## config.mk

```make
export PLATFORM = sky130hd
export DESIGN_NAME = multicycle_ctrl
export DESIGN_NICKNAME = d
export VERILOG_FILES = /design/src/rtl/multicycle_ctrl.sv
export SDC_FILE = /design/constraint.sdc
export NUM_CORES = 1
export LEC_CHECK = 0
export ABC_AREA = 1
export CORE_ASPECT_RATIO = 0.9
export CORE_UTILIZATION = 40
export DETAILED_ROUTE_END_ITERATION = 7
export HOLD_SLACK_MARGIN = 0.03
export PLACE_DENSITY_LB_ADDON = 0.3
export SETUP_SLACK_MARGIN = 0.2
export SKIP_LAST_GASP = 1
export SLEW_MARGIN = 40
export SYNTH_ARGS = -nofsm -noshare
export SYNTH_HDL_FRONTEND = slang
export SYNTH_SLANG_ARGS = --single-unit
export TNS_END_PERCENT = 30
```

## constraint.sdc

```tcl
create_clock -name clk -period 3.7 [get_ports clk]
set_input_delay 0.74 -clock clk [delete_from_list [all_inputs] [get_ports clk]]
set_output_delay 0.74 -clock clk [all_outputs]
set_load 0.02 [all_outputs]
```

## src/rtl/multicycle_ctrl.sv

```systemverilog
// Multi-cycle MIPS control FSM (RESET/FETCH/DECODE/EXEC/MEM/WB) with memory wait-state timeout.
// Optional feature: define MCTRL_JAL_EN to decode jal (op 000011); otherwise it is illegal.
module multicycle_ctrl #(
    parameter int ALUCTR_W  = 3,
    parameter int NPC_SEL_W = 3,
    parameter int WAIT_W    = 4
) (
    input  logic                 clk,
    input  logic                 rst,
    input  logic [5:0]           op,
    input  logic [5:0]           funct,
    input  logic                 beqout,
    input  logic                 imem_ready,
    input  logic                 dmem_ready,
    output logic                 imem_req,
    output logic                 dmem_req,
    output logic                 DMWrite,
    output logic                 PCWrite,
    output logic                 IRWrite,
    output logic                 RegWrt,
    output logic [ALUCTR_W-1:0]  ALUctr,
    output logic [NPC_SEL_W-1:0] npc_sel,
    output logic [1:0]           ExtOp,
    output logic [1:0]           mux4_5sel,
    output logic [1:0]           mux4_32sel,
    output logic                 mux2sel,
    output logic                 instr_done,
    output logic                 illegal,
    output logic                 bus_err
);

    typedef enum logic [2:0] {
        S_RESET, S_FETCH, S_DECODE, S_EXEC, S_MEM, S_WB
    } state_e;

    typedef enum logic [3:0] {
        I_ILL, I_ADD, I_SUB, I_ADDIU, I_LUI, I_LW, I_SW, I_BEQ, I_J, I_JR, I_JAL
    } instr_e;

    typedef struct packed {
        logic [2:0] alu;
        logic [2:0] npc;
        logic [1:0] ext;
        logic [1:0] m5;
        logic [1:0] m32;
        logic       m2;
    } sel_t;

    localparam logic [WAIT_W-1:0] WAIT_MAX = '1;

    function automatic instr_e decode_instr(input logic [5:0] op_i, input logic [5:0] funct_i);
        instr_e res;
        res = I_ILL;
        case (op_i)
            6'b000000: begin
                case (funct_i)
                    6'b100000: res = I_ADD;
                    6'b100010: res = I_SUB;
                    6'b001000: res = I_JR;
                    default:   res = I_ILL;
                endcase
            end
            6'b001001: res = I_ADDIU;
            6'b001111: res = I_LUI;
            6'b100011: res = I_LW;
            6'b101011: res = I_SW;
            6'b000100: res = I_BEQ;
            6'b000010: res = I_J;
`ifdef MCTRL_JAL_EN
            6'b000011: res = I_JAL;
`endif
            default:   res = I_ILL;
        endcase
        return res;
    endfunction

    function automatic sel_t sel_of(input instr_e i);
        sel_t s;
        s = '0;
        case (i)
            I_ADD:   begin s.alu = 3'b001; s.m5 = 2'b01; end
            I_SUB:   begin s.alu = 3'b010; s.m5 = 2'b01; end
            I_ADDIU: begin s.alu = 3'b001; s.ext = 2'b10; s.m2 = 1'b1; end
            I_LUI:   begin s.m32 = 2'b11; end
            I_LW:    begin s.alu = 3'b001; s.ext = 2'b10; s.m2 = 1'b1; s.m32 = 2'b01; end
            I_SW:    begin s.alu = 3'b001; s.ext = 2'b10; s.m2 = 1'b1; end
            I_BEQ:   begin s.alu = 3'b010; s.npc = 3'b011; end
            I_J:     begin s.npc = 3'b001; end
            I_JR:    begin s.npc = 3'b100; end
            I_JAL:   begin s.npc = 3'b001; s.m5 = 2'b10; s.m32 = 2'b10; end
            default: s = '0;
        endcase
        return s;
    endfunction

    state_e            state_q, state_d;
    instr_e            instr_q, instr_d;
    logic [WAIT_W-1:0] cnt_q, cnt_d;
    instr_e            dec_s, cur_instr_s;
    sel_t              sel_s;
    logic              drive_sel_s;

    // Decode is live in DECODE; later states use the class latched at the end of DECODE.
    assign dec_s       = decode_instr(op, funct);
    assign cur_instr_s = (state_q == S_DECODE) ? dec_s : instr_q;
    assign sel_s       = sel_of(cur_instr_s);

    // State, latched instruction class and wait counter.
    always_ff @(posedge clk or negedge rst) begin
        if (!rst) begin
            state_q <= S_RESET;
            instr_q <= I_ILL;
            cnt_q   <= '0;
        end else begin
            state_q <= state_d;
            instr_q <= instr_d;
            cnt_q   <= cnt_d;
        end
    end

    // Next-state and output decode; counter clears unless a wait cycle extends it.
    always_comb begin
        state_d     = state_q;
        instr_d     = instr_q;
        cnt_d       = '0;
        drive_sel_s = 1'b0;
        imem_req    = 1'b0;
        dmem_req    = 1'b0;
        DMWrite     = 1'b0;
        PCWrite     = 1'b0;
        IRWrite     = 1'b0;
        RegWrt      = 1'b0;
        ALUctr      = '0;
        npc_sel     = '0;
        ExtOp       = 2'b00;
        mux4_5sel   = 2'b00;
        mux4_32sel  = 2'b00;
        mux2sel     = 1'b0;
        instr_done  = 1'b0;
        illegal     = 1'b0;
        bus_err     = 1'b0;
        case (state_q)
            S_RESET: state_d = S_FETCH;
            S_FETCH: begin
                imem_req = 1'b1;
                if (imem_ready) begin
                    IRWrite = 1'b1;
                    PCWrite = 1'b1;
                    state_d = S_DECODE;
                end else if (cnt_q == WAIT_MAX) begin
                    bus_err = 1'b1;
                end else begin
                    cnt_d = cnt_q + WAIT_W'(1);
                end
            end
            S_DECODE: begin
                drive_sel_s = 1'b1;
                instr_d     = dec_s;
                if (dec_s == I_ILL) begin
                    illegal    = 1'b1;
                    instr_done = 1'b1;
                    state_d    = S_FETCH;
                end else begin
                    state_d = S_EXEC;
                end
            end
            S_EXEC: begin
                drive_sel_s = 1'b1;
                case (instr_q)
                    I_LW, I_SW: state_d = S_MEM;
                    I_BEQ: begin
                        PCWrite    = beqout;
                        instr_done = 1'b1;
                        state_d    = S_FETCH;
                    end
                    I_J, I_JR: begin
                        PCWrite    = 1'b1;
                        instr_done = 1'b1;
                        state_d    = S_FETCH;
                    end
                    I_JAL: begin
                        PCWrite    = 1'b1;
                        RegWrt     = 1'b1;
                        instr_done = 1'b1;
                        state_d    = S_FETCH;
                    end
                    default: state_d = S_WB;
                endcase
            end
            S_MEM: begin
                drive_sel_s = 1'b1;
                dmem_req    = 1'b1;
                DMWrite     = (instr_q == I_SW);
                if (dmem_ready) begin
                    if (instr_q == I_SW) begin
                        instr_done = 1'b1;
                        state_d    = S_FETCH;
                    end else begin
                        state_d = S_WB;
                    end
                end else if (cnt_q == WAIT_MAX) begin
                    bus_err = 1'b1;
                    state_d = S_FETCH;
                end else begin
                    cnt_d = cnt_q + WAIT_W'(1);
                end
            end
            S_WB: begin
                drive_sel_s = 1'b1;
                RegWrt      = 1'b1;
                instr_done  = 1'b1;
                state_d     = S_FETCH;
            end
            default: state_d = S_RESET;
        endcase
        if (drive_sel_s) begin
            ALUctr     = ALUCTR_W'(sel_s.alu);
            npc_sel    = NPC_SEL_W'(sel_s.npc);
            ExtOp      = sel_s.ext;
            mux4_5sel  = sel_s.m5;
            mux4_32sel = sel_s.m32;
            mux2sel    = sel_s.m2;
        end else begin
            ALUctr     = '0;
            npc_sel    = '0;
            ExtOp      = 2'b00;
            mux4_5sel  = 2'b00;
            mux4_32sel = 2'b00;
            mux2sel    = 1'b0;
        end
    end

endmodule
```

==> summary.md <==
| Metric | Value |
|---|---|
| Tmin final | `3.60 ns` |
| Vias in the first global route | `1060` |
| Post-synthesis sequential area ratio | `22.4%` |
| Final ANT Viol Nets | `0` |
| Peak VDD IR | `0.294 mV` |
| Core region area | `about 2800 um^2` |
| CTS sink cnt | `11` |
| CTS tree | `built` |
| Synth area leader | `dfrtp_1` |
| Status | `finished clean` |
| Gr usage total | `18.0%` |
| TritonCTS Buffers | `3` |
| CTS H-Tree Depth | `1` |
| Row count | `18` |
| Placed Cells | `257` |
| P&R area growth vs syn | `34.5%` |
| Routed wire length | `roughly 2700 um` |
| IO Count | `39` |
| DRT iter0 DRCs | `58` |
| Final net count | `between 200 and 250` |
| Total gr overflow | `0` |
| Sw frac | `52.4%` |
| Final worst slack | `0.0952 ns` |
| Fmax | `277 MHz` |
| CTS Buffer Depth | `2` |
| DIE AREA | `3290 um^2` |
| Critical Path RT | `around 3.0 ns` |
| Hold Violations, Final | `0` |
| Post-place setup slack | `0.0374 ns` |
| Cell variety after synth | `35` |
| Clock power share | `9.4%` |
| Clock slew at reported path FFs | `0.06 ns` |
| CP max FO | `5` |
| Total setup buffers inserted after CTS | `0` |
| Residual DRC | `0` |
| Final instance area | `1650 um^2` |
| Post-Syn Instances | `183` |
| Avg Inst Size Synth | `6.71 um^2` |
| Vias per std cell | `4.74` |
| Antenna violations before repair | `0` |
| CP max stage cell | `clkdlybuf4s50_1` |
| Avg WL per Cell | `10.3 um` |
| Max capacitance violation total | `0` |
| GPL Wtd Cong | `0.879` |
| Placed inst area | `1620 um^2` |
| Dpl hpwl | `2200 um` |
| Fin Setup TNS | `0 ns` |
| CP Cell Sequence | `clkdlybuf4s50_1 > inv_1 > nor2_1 > nand2_1 > nor2_1 > nor2_2 > nand2_2 > nand2_2 > nand2_2 > nand4_1 > o21ai_1 > clkdlybuf4s50_1` |
| DRT Pass-1 Iters | `4` |
| CP endpoint kind | `primary output` |
| Synth Register Bits | `11` |
| Final max-slew violation count | `0` |
| Root Driver | `clkbuf_4` |
| Hold Crit Class | `reg -> reg` |
| Top cells by area, synth | `dfrtp_1, nand2_1, inv_1, nor2_1, nand3_1` |
| Final Non-Filler Cells | `261` |
| Critical path launch point type | `input pin` |
| Sw Pwr | `0.000450 W` |
| Die height | `54.6 um` |
| Vias | `1236` |
| Combinational fraction of design power | `between 60% and 70%` |
| Post-synth top area share | `between 20% and 30%` |
| Seq pwr share | `23.3%` |
| Crit Path Class | `in -> out` |
| Final setup vio count | `0` |
| Clk_lat worst skew | `0.27 ns` |
| Final design utilization | `58.2%` |
| Cell Area, Synth | `1230 um^2` |
| Power per cell area | `521 nW/um^2` |
| Die X | `60.4 um` |
| Synth warnings | `0` |
| Initial Util | `43.3%` |
| Buffers added on ports | `36` |
| Critical Path Most Common Cell | `nand2_2` |
| Largest stage delay on the critical path | `about 0.63 ns` |
| Fin Clk Skew | `0.00565 ns` |
| Post-route clock period utilization | `between 90% and 100%` |
| Static leakage | `0.871 nW` |
| CP Data Arrival Time | `2.86 ns` |
| Antenna cells | `0` |
| Share of layout cells above drive strength 1 | `19.0%` |
| RSZ-0062 raised after global routing | `true` |
| P_int | `about 0.0004 W` |
| Largest net degree at the start of global routing | `12` |
| First-pass GRT wire length | `4490 um` |
## critical path, delay by kind of cell
family,cells,cell delay (ns)
buffers and inverters,3,1.24
AOI/OAI and AO/OA,1,0.10
and+or+nand+nor,8,0.78
## layout by cell type, fill, tap and decap left out, drive strengths merged, types with 4 or more instances in the layout
cell,instances
o21ai,9
a21oi,5
nand4,4
inv,30
clkdlybuf4s50,30
nor3,5
dfrtp,11
nand2,46
nor2,34
nand3,22
## synthesized netlist by cell type
master / instances
a41o_1: 1
nor3_1: 4
nand3b_4: 1
o21ai_2: 2
or2_2: 1
a211oi_1: 1
nand3_4: 2
dfrtp_1: 11
nand2_1: 32
buf_4: 3
nor3_2: 1
nand3_2: 3
conb_1: 1
xor2_1: 1
a221oi_1: 1
inv_4: 1
nand2_4: 4
inv_1: 25
o31ai_1: 1
nor2_1: 25
inv_2: 4
nor2_8: 1
ha_1: 2
a21boi_0: 1
clkinv_1: 1
nor2_4: 3
a21oi_1: 5
nand2_2: 10
nand4_1: 4
nand3b_1: 1
o21ai_0: 4
nor2_2: 5
a32oi_1: 1
o21ai_1: 3
nand3_1: 17
## cell type report
type                    count  area [um^2]
multi-input cells         139          815
clock inverters             1         5.00
well taps                  40         50.0
fillers                   280         1190
repair buffers             36          364
clock buffers               3         22.5
inverters                  31          119
flip-flops and latches     11          275
## registers in the layout, indices dropped and copies added (netlist names)
name	flops
cnt_q	4
instr_q	4
state_q	3
## layer usage
metal	global-route usage, %	up-vias	share of wire, %
met3	4.96	0	6.0
li1	-	665	-
met4	0	0	0
met1	26.5	538	54
met2	27.5	33	40
met5	0	-	0
## stage by stage
| stage | total power [W] | hold slack (ns) |
|---|---|---|
| final | 0.000859 | 0.463 |
| after global routing | 0.000935 | 0.496 |
| after CTS | 0.000860 | 0.465 |
| after global placement | 0.000785 | 0.446 |
| after detailed placement | 0.000783 | 0.456 |
| after floorplan | 0.000601 | 0.430 |
## cell families after synthesis
| group | share of synthesized area [%] |
|---|---|
| AND/OR/NAND/NOR | 52.6 |
| buffers and inverters | 11.5 |
| AO/OA/AOI/OAI | 10.4 |
| flip-flops | 22.4 |
| adder cells (fa/ha/maj) | 2.04 |
| XOR/XNOR | 0.714 |
| other | 0.306 |
## worst paths after layout
kind	start	to	slack [ns]	depth (start not counted)
max	op[3]	mux4_5sel[0]	0.1	12
min	cnt_q[0]$_DFF_PN0_	cnt_q[0]$_DFF_PN0_	0.46	1
max reg2reg	state_q[2]$_DFFE_PN0P_	cnt_q[2]$_DFF_PN0_	2.17	9
min reg2reg	cnt_q[0]$_DFF_PN0_	cnt_q[0]$_DFF_PN0_	0.46	1
max in group asynchronous	rst	cnt_q[1]$_DFF_PN0_	2.58	1
min in group asynchronous	rst	cnt_q[2]$_DFF_PN0_	0.79	1
## power by group through the flow
| stage | Combinational (W) | Sequential [W] | Clock (W) |
|---|---|---|---|
| final | 0.000579 | 0.000200 | 0.0000804 |
| after detailed placement | 0.000582 | 0.000201 | 0 |
| after CTS | 0.000580 | 0.000199 | 0.0000814 |
| after floorplan | 0.000408 | 0.000193 | 0 |
| after global placement | 0.000585 | 0.000201 | 0 |
| after global routing | 0.000639 | 0.000207 | 0.0000897 |
## what timing repair did
item                                    4_1_cts  5_1_grt
endpoints found under the setup margin       12       13
resized for setup                             3        3
endpoints found under the hold margin         0        0
cloned                                        0        0
pin swaps                                     0        0
hold buffers                                  0        0
(Power assumes the default switching activity.)
